===== src/rtl/keypad_event_scanner_if.sv =====
// Key-event handshake between the keypad scanner (master) and the game's hit-check logic (slave).
interface keypad_event_scanner_if;
  logic       key_valid;
  logic       key_ready;
  logic [2:0] key_code;
  logic [7:0] key_onehot;

  modport master (
    output key_valid,
    output key_code,
    output key_onehot,
    input  key_ready
  );

  modport slave (
    input  key_valid,
    input  key_code,
    input  key_onehot,
    output key_ready
  );
endinterface


===== src/rtl/keypad_event_scanner.sv =====
// Synchronises and debounces eight raw buttons and emits one one-hot event per clean single-key press.
module keypad_event_scanner #(
  parameter int TICK_DIV       = 1000,
  parameter int DEBOUNCE_TICKS = 20
) (
  input  logic                           clk,
  input  logic                           RESET,
  input  logic [7:0]                     keypad,
  keypad_event_scanner_if.master         keyIf,
  output logic                           key_held,
  output logic                           multi_err,
  output logic                           overrun
);

  localparam int          CW = (TICK_DIV > 1) ? $clog2(TICK_DIV) : 1;
  localparam logic [CW-1:0] TICK_LAST = CW'(TICK_DIV - 1);
  localparam logic [7:0]  DB = 8'(DEBOUNCE_TICKS);

  typedef enum logic [1:0] {
    IDLE     = 2'd0,
    DEBOUNCE = 2'd1,
    PRESSED  = 2'd2,
    RELEASE  = 2'd3
  } state_t;

  logic [7:0]    sync1_q, sync2_q;
  logic [CW-1:0] tickCnt_q, tickCnt_d;
  logic          tick;
  logic [7:0]    sample;
  logic          isOneHot, isMulti, isZero;
  logic [7:0]    cnt_q, cntInc;
  logic [7:0]    cand_q;
  state_t        state_q;
  logic          held_q;
  logic          multi_q;
  logic          valid_q;
  logic [2:0]    code_q;
  logic [7:0]    onehot_q;
  logic          overrun_q;
  logic          fireEvt;

  function automatic logic [2:0] keyIndex(input logic [7:0] v);
    logic [2:0] idx;
    idx = '0;
    for (int i = 0; i < 8; i++) begin
      if (v[i]) idx = 3'(i);
    end
    return idx;
  endfunction

  always_comb begin
    tick      = (tickCnt_q == TICK_LAST);
    tickCnt_d = tick ? '0 : tickCnt_q + CW'(1);
    sample    = sync2_q;
    isZero    = (sample == 8'h00);
    isOneHot  = !isZero && ((sample & (sample - 8'd1)) == 8'h00);
    isMulti   = !isZero && !isOneHot;
    cntInc    = (cnt_q == 8'hFF) ? 8'hFF : cnt_q + 8'd1;
    fireEvt   = 1'b0;
    if (tick) begin
      if (state_q == IDLE && isOneHot && DB == 8'd1) begin
        fireEvt = 1'b1;
      end else if (state_q == DEBOUNCE && sample == cand_q && cntInc == DB) begin
        fireEvt = 1'b1;
      end
    end
  end

  // The two-flop synchroniser is cleared by reset so a held key is re-debounced from scratch.
  always_ff @(posedge clk) begin
    if (!RESET) begin
      sync1_q   <= '0;
      sync2_q   <= '0;
      tickCnt_q <= '0;
      multi_q   <= 1'b0;
    end else begin
      sync1_q   <= keypad;
      sync2_q   <= sync1_q;
      tickCnt_q <= tickCnt_d;
      if (tick) multi_q <= isMulti;
    end
  end

  always_ff @(posedge clk) begin
    if (!RESET) begin
      state_q <= IDLE;
      cnt_q   <= '0;
      cand_q  <= '0;
      held_q  <= 1'b0;
    end else if (tick) begin
      case (state_q)
        IDLE: begin
          if (isOneHot) begin
            cand_q <= sample;
            cnt_q  <= 8'd1;
            if (DB == 8'd1) begin
              state_q <= PRESSED;
              held_q  <= 1'b1;
            end else begin
              state_q <= DEBOUNCE;
            end
          end
        end
        DEBOUNCE: begin
          if (sample == cand_q) begin
            cnt_q <= cntInc;
            if (cntInc == DB) begin
              state_q <= PRESSED;
              held_q  <= 1'b1;
            end
          end else begin
            cnt_q   <= '0;
            state_q <= IDLE;
          end
        end
        PRESSED: begin
          if (isZero) begin
            cnt_q <= 8'd1;
            if (DB == 8'd1) begin
              state_q <= IDLE;
              held_q  <= 1'b0;
            end else begin
              state_q <= RELEASE;
            end
          end
        end
        RELEASE: begin
          if (isZero) begin
            cnt_q <= cntInc;
            if (cntInc == DB) begin
              state_q <= IDLE;
              held_q  <= 1'b0;
            end
          end else begin
            cnt_q   <= '0;
            state_q <= PRESSED;
          end
        end
        default: begin
          state_q <= IDLE;
          cnt_q   <= '0;
        end
      endcase
    end
  end

  // A new event always wins over an accept in the same cycle; only an unacknowledged overwrite is an overrun.
  always_ff @(posedge clk) begin
    if (!RESET) begin
      valid_q   <= 1'b0;
      code_q    <= '0;
      onehot_q  <= '0;
      overrun_q <= 1'b0;
    end else if (fireEvt) begin
      valid_q  <= 1'b1;
      code_q   <= keyIndex(sample);
      onehot_q <= sample;
      if (valid_q && !keyIf.key_ready) overrun_q <= 1'b1;
    end else if (valid_q && keyIf.key_ready) begin
      valid_q <= 1'b0;
    end
  end

  assign keyIf.key_valid  = valid_q;
  assign keyIf.key_code   = code_q;
  assign keyIf.key_onehot = onehot_q;
  assign key_held         = held_q;
  assign multi_err        = multi_q;
  assign overrun          = overrun_q;

endmodule


===== src/flat_wrapper.sv =====
// flat-port wrapper written by rule: the top's interface ports become plain ports
module keypad_event_scanner_flat 
#(
  parameter int TICK_DIV       = 1000,
  parameter int DEBOUNCE_TICKS = 20
)
  (clk, RESET, keypad, key_held, multi_err, overrun, keyIf_key_valid, keyIf_key_code, keyIf_key_onehot, keyIf_key_ready);
  keypad_event_scanner_if keyIf_i ();
  input  logic clk;
  input  logic RESET;
  input  logic [7:0] keypad;
  output logic key_held;
  output logic multi_err;
  output logic overrun;
  output wire logic [$bits(keyIf_i.key_valid)-1:0] keyIf_key_valid;
  output wire logic [$bits(keyIf_i.key_code)-1:0] keyIf_key_code;
  output wire logic [$bits(keyIf_i.key_onehot)-1:0] keyIf_key_onehot;
  input wire logic [$bits(keyIf_i.key_ready)-1:0] keyIf_key_ready;
  assign keyIf_key_valid = keyIf_i.key_valid;
  assign keyIf_key_code = keyIf_i.key_code;
  assign keyIf_key_onehot = keyIf_i.key_onehot;
  assign keyIf_i.key_ready = keyIf_key_ready;
  keypad_event_scanner #(.TICK_DIV(TICK_DIV), .DEBOUNCE_TICKS(DEBOUNCE_TICKS)) u_core (.clk(clk), .RESET(RESET), .keypad(keypad), .keyIf(keyIf_i), .key_held(key_held), .multi_err(multi_err), .overrun(overrun));
endmodule

===== config.mk =====
export PLATFORM = sky130hd
export DESIGN_NAME = keypad_event_scanner_flat
export DESIGN_NICKNAME = d
export VERILOG_FILES = /design/src/rtl/keypad_event_scanner_if.sv /design/src/rtl/keypad_event_scanner.sv /design/src/flat_wrapper.sv
export SDC_FILE = /design/constraint.sdc
export NUM_CORES = 1
export LEC_CHECK = 0
export CAP_MARGIN = 10
export CORE_UTILIZATION = 60
export CTS_CLUSTER_SIZE = 28
export DETAILED_ROUTE_END_ITERATION = 10
export GPL_ROUTABILITY_DRIVEN = 1
export GPL_TIMING_DRIVEN = 0
export HOLD_SLACK_MARGIN = 0.06
export MAX_ROUTING_LAYER = met4
export PLACE_DENSITY = 0.94
export SYNTH_ARGS = -nofsm -noshare
export SYNTH_HDL_FRONTEND = slang
export SYNTH_SLANG_ARGS = --single-unit

===== constraint.sdc =====
create_clock -name clk -period 7.2 [get_ports clk]
set_input_delay 1.08 -clock clk [delete_from_list [all_inputs] [get_ports clk]]
set_output_delay 1.08 -clock clk [all_outputs]
set_load 0.005 [all_outputs]

# --- After elaboration in Yosys (flattened, before gate mapping) ---
# Index checks and enable logic that the tools add are counted.
totals:
  register_bits: 59
  input_bits: 11
  word_cells: 81
classes:
  addsub: 3
  eq_ne: 15
  muxes: 29
  bitwise: 2
  reduce_logical: 20
ops:
  columns: ["operator", "count"]
  rows:
  - ["two-way mux 8 bit", 5]
  - ["one-hot mux 8 bit (4 select lines)", 1]
  - ["logical NOT 8 bit", 2]
  - ["two-way mux 2 bit", 8]
  - ["two-way mux 3 bit", 4]
  - ["adder 10 x 1 -> 10 bit, second input constant", 1]
  - ["== test 10 bit, second input constant", 1]
  - ["two-way mux 1 bit", 9]
  - ["adder 8 x 1 -> 8 bit, second input constant", 1]
  - ["AND 8 bit", 1]
  - ["== test 8 x 5 -> 1 bit, second input constant", 1]
  - ["== test 8 bit", 1]
  - ["== test 8 bit, second input constant", 1]
  - ["!= test 2 x 1 -> 1 bit, second input constant", 4]
  - ["one-hot mux 2 bit (4 select lines)", 1]
  - ["subtractor 8 x 1 -> 8 bit, second input constant", 1]
  - ["logical AND 1 bit", 6]
  - ["!= test 3 bit, second input constant", 2]
  - ["AND reduction 3 bit", 2]
  - ["AND reduction 6 bit", 1]
  - ["AND reduction 5 bit", 1]
  - ["== test 2 bit, second input constant", 2]
  - ["!= test 2 bit, second input constant", 2]
  - ["nonzero test 2 bit", 2]
  - ["other kinds (7)", 9]

# --- Logic depth before layout (Yosys ltp) ---
# Gate-level depths: netlist of the first run.
logic_depth:
  ltp_word: 7
  mapped_depth: 9

# --- Worst setup path before layout of the first run ---
# No wires, ideal clock.
synth_timing:
  path_kind: "register to register"
  from: "register u_core.sync2_q[7] (netlist: u_core.sample[7])"
  to: "register u_core.state_q[0]"
  setup_ns: 0.071
  arrival_ns: 2.405
  required_time_ns: 7.129
  path_slack_ns: 4.725
  path_stages_with_launch: 8
  path_cell_list: "dfxtp_1 buf_6 or4_4 a2111oi_4 nor4_1 or4_4 or3_1 a21oi_1"
synth_between:
  elab_chain_len: 6
synth_rtl:
  columns: ["item", "line_no", "rtl"]
  rows:
  - ["start, declared", "keypad_event_scanner.sv:26", "logic [7:0] sync1_q, sync2_q;"]
  - ["start signal, assigned", "keypad_event_scanner.sv:78", "sync2_q <= sync1_q;"]
  - ["subtractor 8 x 1 -> 8 bit", "keypad_event_scanner.sv:56", "isOneHot = !isZero && ((sample & (sample - 8'd1)) == 8'h00);"]
  - ["AND 8 bit", "keypad_event_scanner.sv:56", null]
  - ["logical NOT 8 bit", "keypad_event_scanner.sv:56", null]
  - ["logical AND 1 bit", "keypad_event_scanner.sv:56", null]
  - ["!= test 2 x 1 -> 1 bit (no source line)", null, null]
  - ["AND reduction 5 bit (no source line)", null, null]
  - ["end signal, assigned", "keypad_event_scanner.sv:86", "state_q <= IDLE;"]
  - ["end signal, assigned", "keypad_event_scanner.sv:97", "state_q <= PRESSED;"]
  - ["end signal, assigned", "keypad_event_scanner.sv:100", "state_q <= DEBOUNCE;"]
  - ["end, declared", "keypad_event_scanner.sv:33", "state_t state_q;"]
# Several ways; a longest one is shown, not always the timed one.
# A chain may end at the register's enable or synchronous reset.

# --- Final worst setup path of the first run ---
layout_timing:
  from: "register u_core.sync2_q[1] (netlist: u_core.sample[1])"
  to: "register u_core.cand_q[2]"
layout_between:
  elab_chain_len: 5
layout_rtl:
  columns: ["item", "line_no", "rtl"]
  rows:
  - ["subtractor 8 x 1 -> 8 bit", "keypad_event_scanner.sv:56", null]
  - ["AND 8 bit", "keypad_event_scanner.sv:56", null]
  - ["logical NOT 8 bit", "keypad_event_scanner.sv:56", null]
  - ["logical AND 1 bit *", "keypad_event_scanner.sv:56", null]
  - ["AND reduction 3 bit (no source line) *", null, null]
  - ["end signal, assigned", "keypad_event_scanner.sv:94", "cand_q <= sample;"]
  - ["end, declared", "keypad_event_scanner.sv:32", "logic [7:0] cand_q;"]
# Mark *: on every way between the ends. The rest lies on a longest branch, timed or not.

==> results.py, run 1 <==
metrics = {
    "timing": {
        "maxSlewHeadroom_pct": 45.0,
        "setup_viol_count_final": 0,
        "rsz0062_at_grt": "no",
        "period_needed_ns": 2.87,
        "fin_skew_ns": 0.0102,
        "worstMarginPinSlew_ns": 0.825,
        "slew_violations": 0,
        "timing.final.crit_share_pct": 39.8,
        "max_freq_ghz": 0.349,
        "finalHoldViolations": 0,
        "finalSetupTns_ns": 0,
    },
    "finish": {
        "synthToLayoutAreaGrowth_pct": 19.1,
        "diodes": 0,
        "nNetsFinal": 346,
        "fin_cells": 388,
        "nFillCells": 283,
        "drive_above_1_share_pct": 8.58,
    },
    "hold_path": {
        "hold_depth": 1,
        "whs_endpoint": "u_core.sample[2]$_SDFF_PN0_",
        "holdCritPathClass": "flop to flop",
        "min_from": "u_core.sync1_q[2]$_SDFF_PN0_",
    },
    "floorplanning": {
        "die-area_mm2": 0.00468,
        "initial_core_util_pct": 64.3,
        "core_mm2": 0.00412,
        "die_y_um": 68.4,
        "design.portCount": 26,
        "die_w_um": 68.4,
        "row_count": 23,
    },
    "critical_path": {
        "crit_path_start_kind": "flop",
        "arrival_ns": 3.07,
        "cp-end-kind": "flop",
        "r2r_slack_ns": 4.33,
        "critical_path_required_ns": 7.40,
        "r2r_start": "u_core.sample[1]$_SDFF_PN0_",
        "slowest_delay_ns": 0.76,
        "reg2regPathDepth": 7,
        "cpLargestDelayFamily": "simple AND/OR/NAND/NOR gates",
        "path_cells": "clkbuf_1 > or4_4 > nor4_1 > nor3_2 > a2111oi_4 > mux2i_1 > nor2_1",
        "r2r_end": "u_core.cand_q[2]$_SDFFE_PN0P_",
        "slowest_stage": "a2111oi_4",
        "critPathBufInv": 1,
        "crit_type": "flop to flop",
        "critPathMaxFanout": 9,
    },
    "power_and_ir_drop": {
        "power_frac_seq_pct": 48.8,
        "peakVddDrop_uv": 172,
        "p_clk_share_pct": 44.6,
        "p_leak_nw": 1.09,
        "p_sw_share_pct": 24.1,
        "p_sw_mw": 0.165,
        "power.internal_mw": 0.521,
        "combPwrFrac_pct": 6.6,
        "powerDensity_mw_per_mm2": 218,
    },
    "logic_synthesis": {
        "synth_edf_count": 0,
        "yosys_register_bits": 59,
        "yosys_warnings": 0,
        "synth_cells": 298,
        "ys_seq_area_share_pct": 44.6,
        "ys_types": 46,
        "syn_area_mm2": 0.00265,
        "syn_avg_cell_area_um2": 8.88,
        "synth_nets": 311,
        "synth_ff_type": "dfxtp_1",
        "async_flop_share_pct": 0,
    },
    "drt": {
        "met1_length_um": 2650,
        "viasPerCell": 5.92,
        "drt-initial-drc-count": 249,
        "drt_first_pass_iters": 5,
        "routed_wl_um": 6110,
        "post_drt_wl_per_cell_um": 15.7,
        "met2_length_um": 2950,
        "route.met3.wl_um": 325,
        "drc": 0,
        "top_layer_used": "met4",
        "ant_nets": 0,
        "vias": 2298,
    },
    "placement": {
        "gp_congestion": 0.855,
        "dp_hpwl_um": 4080,
        "placedCellCount": 372,
        "portBuffers": 24,
    },
    "clock_network": {
        "root_buffer": "clkbuf_8",
        "postCtsSetupBuffers": 0,
        "clock_latency_ns": 0.34,
        "ctsHoldBuffers": 0,
        "htreeDepth": 3,
        "cts_tree": "built",
        "post_cts_resized": 0,
        "cts_made_buffers": 9,
        "cts_sinks": 59,
        "cts_buffer_depth": 2,
        "path_clk_slew_ns": 0.07,
    },
    "job": {
        "drv_cap": 0,
    },
    "global_routing": {
        "grt_pass1_vias": 2162,
        "grt-ovfl-total": 0,
        "antenna_found_initial": 0,
        "grt_max_degree": 12,
        "grt.total_usage_pct": 30.8,
        "grt_pass1_wl_um": 10100,
    },
    "outcome": {
        "status": "completed",
    },
}
## state kept, by name, indices dropped and copies added (netlist names)
| name | cells |
|---|---|
| u_core.cand_q | 8 |
| u_core.cnt_q | 8 |
| u_core.keyIf.key_code | 3 |
| u_core.keyIf.key_onehot | 8 |
| u_core.keyIf.key_valid | 1 |
| u_core.key_held | 1 |
| u_core.multi_err | 1 |
| u_core.overrun | 1 |
| u_core.sample | 8 |
| u_core.state_q | 2 |
| u_core.sync1_q | 8 |
| u_core.tickCnt_q | 10 |
## cell type report
| cell class | instances | area (um2) | area share [%] |
|---|---|---|---|
| repair buffers | 24 | 240 | 7.62 |
| clock buffers | 11 | 141 | 4.48 |
| plain buffers | 22 | 97.6 | 3.10 |
| flip-flops and latches | 59 | 1180 | 37.5 |
| inverters | 5 | 18.8 | 0.595 |
| multi-input cells | 212 | 1350 | 42.8 |
| well taps | 50 | 62.6 | 1.98 |
| clock inverters | 5 | 62.6 | 1.98 |
## cell usage after synthesis, types with 4 or more instances
master | count | area share, %
nor2_1 | 28 | 4.0
dfxtp_1 | 59 | 45
o31ai_1 | 5 | 1.4
nand2_1 | 27 | 3.8
mux2i_1 | 8 | 3.0
clkbuf_1 | 16 | 2.3
inv_1 | 5 | 0.71
nor4_1 | 5 | 1.2
a21oi_1 | 11 | 2.1
or3_1 | 4 | 0.95
nand2b_1 | 5 | 1.2
xor2_1 | 13 | 4.3
nor3_1 | 6 | 1.1
xnor2_1 | 5 | 1.7
and2_1 | 16 | 3.8
nand3_1 | 23 | 4.3
a211oi_1 | 7 | 2.0
or4_1 | 4 | 1.1
o21ai_0 | 15 | 2.8
## layout by cell type (no fill, tap or decap), types with 6 or more instances in the layout
cell type and n:
nand3_1 23, nor3_1 6, a21oi_1 11, xor2_1 13, clkdlybuf4s50_1 24, clkbuf_8 10
nand2_1 27, a211oi_1 7, dfxtp_1 59, nor2_1 28, mux2i_1 8, clkbuf_1 17
and2_1 16, o21ai_0 15
## logic make-up (layout without fill, tap and decap cells)
| kind of cell | after synthesis | count (layout) | share of synthesized area [%] |
|---|---|---|---|
| AO/OA/AOI/OAI | 51 | 51 | 14.5 |
| XOR/XNOR | 18 | 18 | 5.96 |
| adder cells (fa/ha/maj) | 3 | 3 | 1.32 |
| buffers and inverters | 27 | 67 | 4.40 |
| flip-flops | 59 | 59 | 44.6 |
| multiplexers | 8 | 8 | 3.03 |
| AND/OR/NAND/NOR | 132 | 132 | 26.2 |
## layer usage
layer | global-route usage (%) | vias to the layer above
met5 | - | -
met4 | 16.4 | 0
met3 | 8.33 | 21
met2 | 48.0 | 82
met1 | 35.9 | 1087
li1 | - | 1108
## how the worst max path moves through the flow
stage / startpoint / to / depth (start not counted) / slack (ns)
after global routing: u_core.sample[1]$_SDFF_PN0_ / u_core.cnt_q[6]$_SDFFE_PN0P_ / 8 / 4.13
after floorplan: u_core.sample[7]$_SDFF_PN0_ / u_core.state_q[0]$_SDFFE_PN0P_ / 7 / 4.72
after detailed placement: u_core.sample[1]$_SDFF_PN0_ / u_core.cand_q[6]$_SDFFE_PN0P_ / 7 / 4.41
after CTS: u_core.sample[1]$_SDFF_PN0_ / u_core.cand_q[2]$_SDFFE_PN0P_ / 7 / 4.40
final: u_core.sample[1]$_SDFF_PN0_ / u_core.cand_q[2]$_SDFFE_PN0P_ / 7 / 4.33
after global placement: u_core.sample[1]$_SDFF_PN0_ / u_core.cnt_q[6]$_SDFFE_PN0P_ / 8 / 4.51
## power by group through the flow
stage	logic, mW	registers [mW]	clock network [mW]
finish	0.0453	0.335	0.306
global route	0.0483	0.335	0.324
CTS	0.0444	0.335	0.309
detailed placement	0.0438	0.342	0
global placement	0.0416	0.342	0
floorplan	0.0310	0.341	0
## through the flow
step | setup slack [ns] | util [%] | hold slack, ns | total power [mW] | instance area (um2)
floorplan | 4.72 | - | 0.412 | 0.372 | 2650
global placement | 4.51 | 71.7 | 0.414 | 0.383 | 2950
detailed placement | 4.41 | 71.7 | 0.420 | 0.386 | 2950
CTS | 4.40 | 76.6 | 0.435 | 0.688 | 3150
global route | 4.13 | 76.6 | 0.444 | 0.707 | 3150
finish | 4.33 | 76.6 | 0.435 | 0.686 | 3150
Power figures use the tool's default switching activity.
==> inputs of run 2 (changes only) <==
--- a/config.mk
+++ b/config.mk
@@ -6,14 +6,14 @@
 export NUM_CORES = 1
 export LEC_CHECK = 0
 export CAP_MARGIN = 10
-export CORE_UTILIZATION = 60
+export CORE_UTILIZATION = 56
 export CTS_CLUSTER_SIZE = 28
 export DETAILED_ROUTE_END_ITERATION = 10
 export GPL_ROUTABILITY_DRIVEN = 1
 export GPL_TIMING_DRIVEN = 0
 export HOLD_SLACK_MARGIN = 0.06
 export MAX_ROUTING_LAYER = met4
-export PLACE_DENSITY = 0.94
+export PLACE_DENSITY = 0.89
 export SYNTH_ARGS = -nofsm -noshare
 export SYNTH_HDL_FRONTEND = slang
 export SYNTH_SLANG_ARGS = --single-unit
==> constraint.sdc (replaced) <==
create_clock -name clk -period 2.7 [get_ports clk]
set_input_delay 0.405 -clock clk [delete_from_list [all_inputs] [get_ports clk]]
set_output_delay 0.405 -clock clk [all_outputs]
set_load 0.005 [all_outputs]
==> results.py, run 2 (synthesized netlist as in run 1, its figures left out) <==
metrics = {
    "clock_network": {
        "cts_made_buffers": 9,
        "clock_latency_ns": 0.34,
        "root_buffer": "clkbuf_8",
        "cts_sinks": 59,
        "htreeDepth": 3,
        "ctsHoldBuffers": 0,
        "cts_buffer_depth": 2,
        "cts_tree": "built",
        "path_clk_slew_ns": 0.07,
    },
    "timing": {
        "maxSlewHeadroom_pct": 62.3,
        "period_needed_ns": 2.61,
        "finalHoldViolations": 0,
        "rsz0062_at_grt": "no",
        "finalSetupTns_ns": 0,
        "worstMarginPinSlew_ns": 0.565,
        "setup_viol_count_final": 0,
        "slew_violations": 0,
        "max_freq_ghz": 0.384,
        "fin_skew_ns": 0.00905,
        "timing.final.crit_share_pct": 96.5,
        "timing.final.ws_setup_ns": 0.0932,
    },
    "finish": {
        "largest_reg_flops": 10,
        "multi_input_area_mm2": 0.00137,
        "final_area_mm2": 0.00324,
        "synthToLayoutAreaGrowth_pct": 22.3,
        "largest_register": "u_core.tickCnt_q",
        "nFillCells": 329,
        "diodes": 0,
        "nNetsFinal": 348,
        "final_common_cell": "dfxtp_1",
        "drive_above_1_share_pct": 11.8,
        "layout_common_cells": "dfxtp_1 (59), nand2_1 (27), nor2_1 (27), clkdlybuf4s50_1 (24), nand3_1 (23)",
        "seq_area_mm2": 0.00118,
    },
    "critical_path": {
        "arrival_ns": 2.88,
        "r2r_start": "u_core.sample[7]$_SDFF_PN0_",
        "crit_top_cell": "or4_4",
        "crit_path_start_kind": "flop",
        "slowest_stage": "or4_4",
        "path_cells": "buf_6 > or4_4 > a2111oi_4 > nor4_2 > or4_4 > or3_1 > a21oi_2",
        "slowest_delay_ns": 0.58,
        "cp-end-kind": "flop",
        "cpLargestDelayFamily": "simple AND/OR/NAND/NOR gates",
        "critPathMaxFanout": 10,
        "crit_type": "flop to flop",
        "critPathBufInv": 1,
        "startpoint": "u_core.sample[7]$_SDFF_PN0_",
        "critical_path_required_ns": 2.97,
    },
    "drt": {
        "viasPerCell": 5.76,
        "vias": 2258,
        "routed_wl_um": 5500,
        "post_drt_wl_per_cell_um": 14.0,
        "drt_first_pass_iters": 8,
        "drt-initial-drc-count": 239,
        "ant_nets": 0,
        "drc": 2,
    },
    "floorplanning": {
        "design.portCount": 26,
        "die-area_mm2": 0.00500,
        "die_w_um": 70.7,
        "initial_core_util_pct": 59.5,
        "core_mm2": 0.00444,
        "row_count": 24,
        "die_y_um": 70.7,
    },
    "hold_path": {
        "min_from": "u_core.sync1_q[2]$_SDFF_PN0_",
        "holdCritPathClass": "flop to flop",
    },
    "placement": {
        "portBuffers": 24,
        "pre_cts_ws_ns": 0.0322,
        "dpl-instance-area_mm2": 0.00295,
        "dp_hpwl_um": 3520,
        "gp_congestion": 0.847,
    },
    "outcome": {
        "violations": "DRC",
        "status": "finished with violations",
    },
    "job": {
        "drv_cap": 0,
    },
    "global_routing": {
        "grt_pass1_vias": 2034,
        "grt_pass1_wl_um": 9250,
        "grt_max_degree": 12,
        "grt.total_usage_pct": 24.3,
        "grt-ovfl-total": 0,
        "antenna_found_initial": 0,
    },
    "power_and_ir_drop": {
        "peakVddDrop_uv": 438,
        "powerDensity_mw_per_mm2": 602,
        "p_leak_nw": 1.13,
    },
}
[run 2: repair_timing]
item	CTS	global route
setup buffers	1	4
pin swaps	1	5
resized for setup	1	4
endpoints found under the setup margin	3	11
[run 2: layer usage]
| metal | vias up | track usage, % | share of wire, % |
|---|---|---|---|
| met3 | 12 | 6.27 | 5.3 |
| met1 | 1048 | 28.9 | 45 |
| met2 | 76 | 38.1 | 48 |
| li1 | 1122 | - | - |
| met5 | - | - | 0 |
| met4 | 0 | 12.0 | 1.9 |
[run 2: per-stage QoR]
stage	instances	hold WS, ns	utilization, %	power [mW]
finish	392	0.437	72.8	1.95
global route	392	0.448	72.8	2.00
CTS	391	0.439	72.0	1.95
detailed placement	374	0.421	66.4	1.02
global placement	374	0.413	66.4	1.02
floorplan	298	0.412	-	0.993
[run 2: final cells by class]
type	count	area share (%)
multi-input cells	212	42.3
flip-flops and latches	59	36.5
repair buffers	29	8.58
clock buffers	11	4.68
plain buffers	19	2.67
clock inverters	5	2.63
well taps	52	2.01
inverters	5	0.580
[run 2: where the power goes]
group          switching [mW]  internal, mW  total (mW)  leakage [nW]
registers              0.0115         0.885       0.896         0.479
logic                  0.0651        0.0501       0.115         0.539
clock network           0.363         0.573       0.936         0.116
total                   0.440          1.51        1.95          1.13
[run 2: worst register-to-register path, cell delays in order (launching register included)]
cell and delay (ns):
dfxtp_1 0.31, buf_6 0.14, or4_4 0.58, a2111oi_4 0.34, nor4_2 0.10, or4_4 0.56, or3_1 0.36, a21oi_2 0.15
[run 2: path summary, 6_finish.rpt]
check	endpoint	slack [ns]	cells past startpoint
max	u_core.state_q[0]$_SDFFE_PN0P_	0.09	7
min	u_core.sample[2]$_SDFF_PN0_	0.44	1
max reg2reg	u_core.state_q[0]$_SDFFE_PN0P_	0.09	7
min reg2reg	u_core.sample[2]$_SDFF_PN0_	0.44	1
==> inputs of run 3 (changes only) <==
--- a/config.mk
+++ b/config.mk
@@ -5,6 +5,7 @@
 export SDC_FILE = /design/constraint.sdc
 export NUM_CORES = 1
 export LEC_CHECK = 0
+export ABC_AREA = 0
 export CAP_MARGIN = 10
 export CORE_UTILIZATION = 56
 export CTS_CLUSTER_SIZE = 28
==> results of run 3 <==
Same layout as run 2: the final DEF is identical, and so are final timing and power.
